$ cat src/rtl/dec_scan.sv
// dec_scan: registered N-to-2**N decoder with an auto-scan mode.
// Mode=0 decodes W directly; Mode=1 steps the index every DIV enabled,
// unheld cycles, with Load/Hold overrides and a one-cycle Wrap pulse.
module dec_scan #(
  parameter int N   = 4,
  parameter int DIV = 4
) (
  input  logic              Clock,
  input  logic              Reset,
  input  logic              En,
  input  logic              Mode,
  input  logic              Load,
  input  logic              Hold,
  input  logic [N-1:0]      W,
  output logic [2**N-1:0]   Y,
  output logic [N-1:0]      Idx,
  output logic              Wrap
);

  // A 1-bit prescaler is kept for DIV=1; it simply stays at 0.
  localparam int            PW   = (DIV > 1) ? $clog2(DIV) : 1;
  localparam logic [PW-1:0] LAST = PW'(DIV - 1);

  logic [2**N-1:0] y_q,    y_d;
  logic [N-1:0]    idx_q,  idx_d;
  logic [PW-1:0]   pre_q,  pre_d;
  logic            wrap_q, wrap_d;

  function automatic logic [2**N-1:0] onehot(input logic [N-1:0] v);
    logic [2**N-1:0] r;
    r    = '0;
    r[v] = 1'b1;
    return r;
  endfunction

  // Next-state: Reset (in the flop) > En=0 > direct > Load > Hold > step.
  // Whenever enabled, Y is rebuilt from the resulting index so it can never
  // drift from Idx, including on the first edge after En returns to 1.
  always_comb begin
    idx_d  = idx_q;
    pre_d  = pre_q;
    y_d    = y_q;
    wrap_d = 1'b0;
    if (!En) begin
      y_d = '0;
    end else if (!Mode || Load) begin
      idx_d = W;
      pre_d = '0;
      y_d   = onehot(W);
    end else if (Hold) begin
      y_d = onehot(idx_q);
    end else if (pre_q == LAST) begin
      pre_d  = '0;
      idx_d  = idx_q + 1'b1;
      y_d    = onehot(idx_q + 1'b1);
      wrap_d = (idx_q == '1);
    end else begin
      pre_d = pre_q + 1'b1;
      y_d   = onehot(idx_q);
    end
  end

  // State and output registers; reset clears everything without a clock.
  always_ff @(posedge Clock or posedge Reset) begin
    if (Reset) begin
      y_q    <= '0;
      idx_q  <= '0;
      pre_q  <= '0;
      wrap_q <= 1'b0;
    end else begin
      y_q    <= y_d;
      idx_q  <= idx_d;
      pre_q  <= pre_d;
      wrap_q <= wrap_d;
    end
  end

  assign Y    = y_q;
  assign Idx  = idx_q;
  assign Wrap = wrap_q;

endmodule

$ cat config.mk
export PLATFORM = sky130hd
export DESIGN_NAME = dec_scan
export DESIGN_NICKNAME = d
export VERILOG_FILES = /design/src/rtl/dec_scan.sv
export SDC_FILE = /design/constraint.sdc
export NUM_CORES = 1
export LEC_CHECK = 0
export CORE_ASPECT_RATIO = 0.6
export CORE_MARGIN = 2
export CORE_UTILIZATION = 30
export CTS_CLUSTER_DIAMETER = 80
export DETAILED_ROUTE_END_ITERATION = 8
export SYNTH_ARGS = -nofsm -noshare
export SYNTH_HDL_FRONTEND = slang
export SYNTH_SLANG_ARGS = --single-unit
$ cat constraint.sdc
create_clock -name Clock -period 1.9 [get_ports Clock]
set_input_delay 0.285 -clock Clock [delete_from_list [all_inputs] [get_ports Clock]]
set_output_delay 0.285 -clock Clock [all_outputs]
set_load 0.01 [all_outputs]
==> summary.md <==
| Metric | Value |
|---|---|
| CTS H-tree lvls | `1` |
| Sum of negative setup slack | `0 ns` |
| Max cap viols | `0` |
| Most frequent cells in the layout | `clkdlybuf4s50_1 (30), dfrtp_1 (23), nand2_1 (17)` |
| Count of unique library cells instantiated by Yosys | `43` |
| Pwr dens | `696 mW/mm²` |
| Critical R2R Capture | `Y[7]$_DFF_PP0_` |
| Drt initial violations | `95` |
| Top FF cell, synth | `dfrtp_1` |
| CTS Hold Bufs | `0` |
| Tot GR Track Use | `16.0%` |
| Clock Latency Late Sink | `0.27 ns` |
| Nets | `199` |
| Combinational family with the most area after synthesis | `simple AND/OR/NAND/NOR gates` |
| Sequential Power Share | `41.7%` |
| Status | `finished, final reports clean` |
| Slowest stage delay, CP | `0.61 ns` |
| Initial antenna violation count | `0` |
| Fin cells | `246` |
| Average size of a mapped cell | `9.78 µm²` |
| RSZ-0062 raised after global routing | `no` |
| Design area | `0.00188 mm²` |
| CTS Sinks | `23` |
| Reg2Reg Depth | `5` |
| First-pass GRT wire length | `6.58 mm` |
| Worst slack, placed | `0.0725 ns` |
| WL final | `3.96 mm` |
| Simple-gate share of the synthesized area | `24.2%` |
| Initial Util | `31.0%` |
| Max Fclk | `569 MHz` |
| Post-synthesis mux area share | `1.42%` |
| Worst-Margin Slew | `0.474 ns` |
| Mapped Nets | `159` |
| Seq cells post-synth | `23` |
| Cell internal pwr | `0.000852 W` |
| R2R Path Start | `Idx[0]$_DFFE_PP0P_` |
| Post-synthesis adder-cell area fraction | `4.44%` |
| Root buf cell | `clkbuf_8` |
| Core area | `0.00454 mm²` |
| Number of global-route vias before repair | `1279` |
| Post-Synth XOR/XNOR Area | `0.622%` |
| Placer congestion estimate | `0.971` |
| Ys async rst share | `100%` |
| Die H | `57.1 µm` |
| Vias per cell | `5.26` |
| Combinational group share of total power | `34.8%` |
| Die X | `92.5 µm` |
| CP startpoint kind | `flop` |
| Crit path buf inv count | `1` |
| Final setup skew | `0.00305 ns` |
| # rows | `19` |
| Clock share of power | `23.5%` |
| Setup bufs post-CTS | `0` |
| CP Max Fanout | `11` |
| Vias | `1294` |
| Quantity of gates resized following cts | `0` |
| Cts bufs inserted | `3` |
| Post-synthesis sequential area ratio | `40.9%` |
| Antenna cells | `0` |
| Rel. slew slack | `68.4%` |
| Pin count of the biggest net entering global routing | `24` |
| Fin. max-slew vios | `0` |
| CTS tree | `yes` |
| Kind of cell adding the most delay to the critical path | `buffers and inverters` |
| Crit path kind | `reg2out` |
| Final hold violations | `0` |
| Worst Setup End Kind | `primary output` |
| Min Tclk post-route | `1.76 ns` |
| Worst reg-to-reg setup slack | `0.19 ns` |
| Yosys Warn Count | `0` |
| CP max stage cell | `clkdlybuf4s50_1` |
| Bufs on Longest Clock Path | `2` |
| Commonest non-fill, non-tap cell in the layout | `clkdlybuf4s50_1` |
| Hold WC Path Type | `in2async` |
| Placed cells | `242` |
| Mapped Area | `0.00141 mm²` |
| Psw | `0.000453 W` |
| IO Count | `31` |
| Port buffer count | `30` |
| Pleak | `0.791 nW` |
| CP required | `1.62 ns` |
| Crit path cell chain | `clkdlybuf4s50_1` |
| Area Growth Syn to Fin | `33.1%` |
| # DRC | `0` |
| Fillers | `470` |
| Layout cell share with drive strength beyond 1 | `14.8%` |
| Switching Share | `34.7%` |
| Synth Area in Compound Gates | `23.6%` |
| Post-synth EDFFs | `0` |
| Endpoints failing setup | `0` |
| Clock-pin slew of the registers on the worst-case setup and hold paths | `0.08 ns` |
| Grt total ovfl | `0` |
| DP Wirelength | `3.07 mm` |
| Post-synthesis cell count | `144` |
| Final Core Density | `41.3%` |
| Setup WS post-layout | `0.144 ns` |
| WL per Instance | `16.1 µm` |
| Placed cell area | `0.00183 mm²` |
| Fin crit share | `92.4%` |
| Pre-Repair DR Iteration Count | `4` |
| VDD IR max | `0.290 mV` |
| CP arrival | `1.47 ns` |
| Die area | `0.00528 mm²` |
| Antenna viol nets, final | `0` |
[routing by layer]
| metal | share of wire, % | vias up | wire, µm | GRT usage [%] |
|---|---|---|---|---|
| met1 | 50 | 625 | 1960 | 24.4 |
| met4 | 0.48 | 0 | 19 | 3.62 |
| li1 | - | 618 | - | - |
| met3 | 9.1 | 2 | 360 | 5.28 |
| met2 | 41 | 49 | 1620 | 21.8 |
| met5 | 0 | - | 0 | 0 |
[metrics by stage]
step	hold WS [ns]	total power, W
finish	0.360	0.00131
global route	0.401	0.00138
CTS	0.367	0.00132
detailed placement	0.504	0.00100
global placement	0.479	0.00100
floorplan	0.287	0.000812
[synth_stat cells, drive strengths merged, types with 2 or more instances]
library cell | number | share of area, %
a21oi | 4 | 2.0
a221o | 4 | 2.8
a31o | 2 | 1.2
a32o | 4 | 2.8
a32oi | 8 | 5.0
and2 | 2 | 1.1
and2b | 2 | 1.1
and3 | 3 | 1.3
buf | 7 | 3.5
dfrtp | 23 | 41
ha | 5 | 4.4
inv | 5 | 1.3
mux2i | 2 | 1.4
nand2 | 17 | 4.5
nand2b | 3 | 1.3
nand3 | 6 | 2.1
nor2 | 8 | 2.3
nor2b | 4 | 1.8
nor3 | 4 | 2.5
nor4 | 2 | 0.89
o21ai | 14 | 5.2
or3 | 2 | 0.89
[logic make-up (layout without fill, tap and decap cells)]
kind of cell	Yosys count	after routing
adder cells (fa/ha/maj)	5	5
AND/OR/NAND/NOR	58	58
buffers and inverters	12	51
multiplexers	2	2
AO/OA/AOI/OAI	43	43
flip-flops	23	23
XOR/XNOR	1	1
[worst max path at each step]
stage | cells after the start | start | end
finish | 1 | Idx[3]$_DFFE_PP0P_ | Idx[3]
global route | 1 | Idx[3]$_DFFE_PP0P_ | Idx[3]
CTS | 1 | Idx[3]$_DFFE_PP0P_ | Idx[3]
detailed placement | 4 | En | Y[7]$_DFF_PP0_
global placement | 4 | Load | Y[6]$_DFF_PP0_
floorplan | 6 | Idx[0]$_DFFE_PP0P_ | Y[2]$_DFF_PP0_
[sequential cells by signal, indices dropped and copies added (netlist names)]
name   count
Idx        4
Y         16
Wrap       1
pre_q      2
[power groups by stage]
stage / Sequential (W) / Combinational [W] / Clock (W)
floorplan: 0.000564 / 0.000248 / 0
global placement: 0.000551 / 0.000448 / 0
detailed placement: 0.000553 / 0.000450 / 0
CTS: 0.000545 / 0.000452 / 0.000324
global route: 0.000549 / 0.000499 / 0.000333
finish: 0.000544 / 0.000454 / 0.000307
[cell type report]
type	count	area [µm²]	share of cell area (%)
tap	63	78.8	4.20
inverter	5	18.8	1.00
timing repair buffer	42	390	20.8
sequential	23	576	30.7
clock buffer	3	41.3	2.20
multi-input combinational	109	766	40.8
clock inverter	1	5.00	0.267
(Power assumes the default switching activity.)
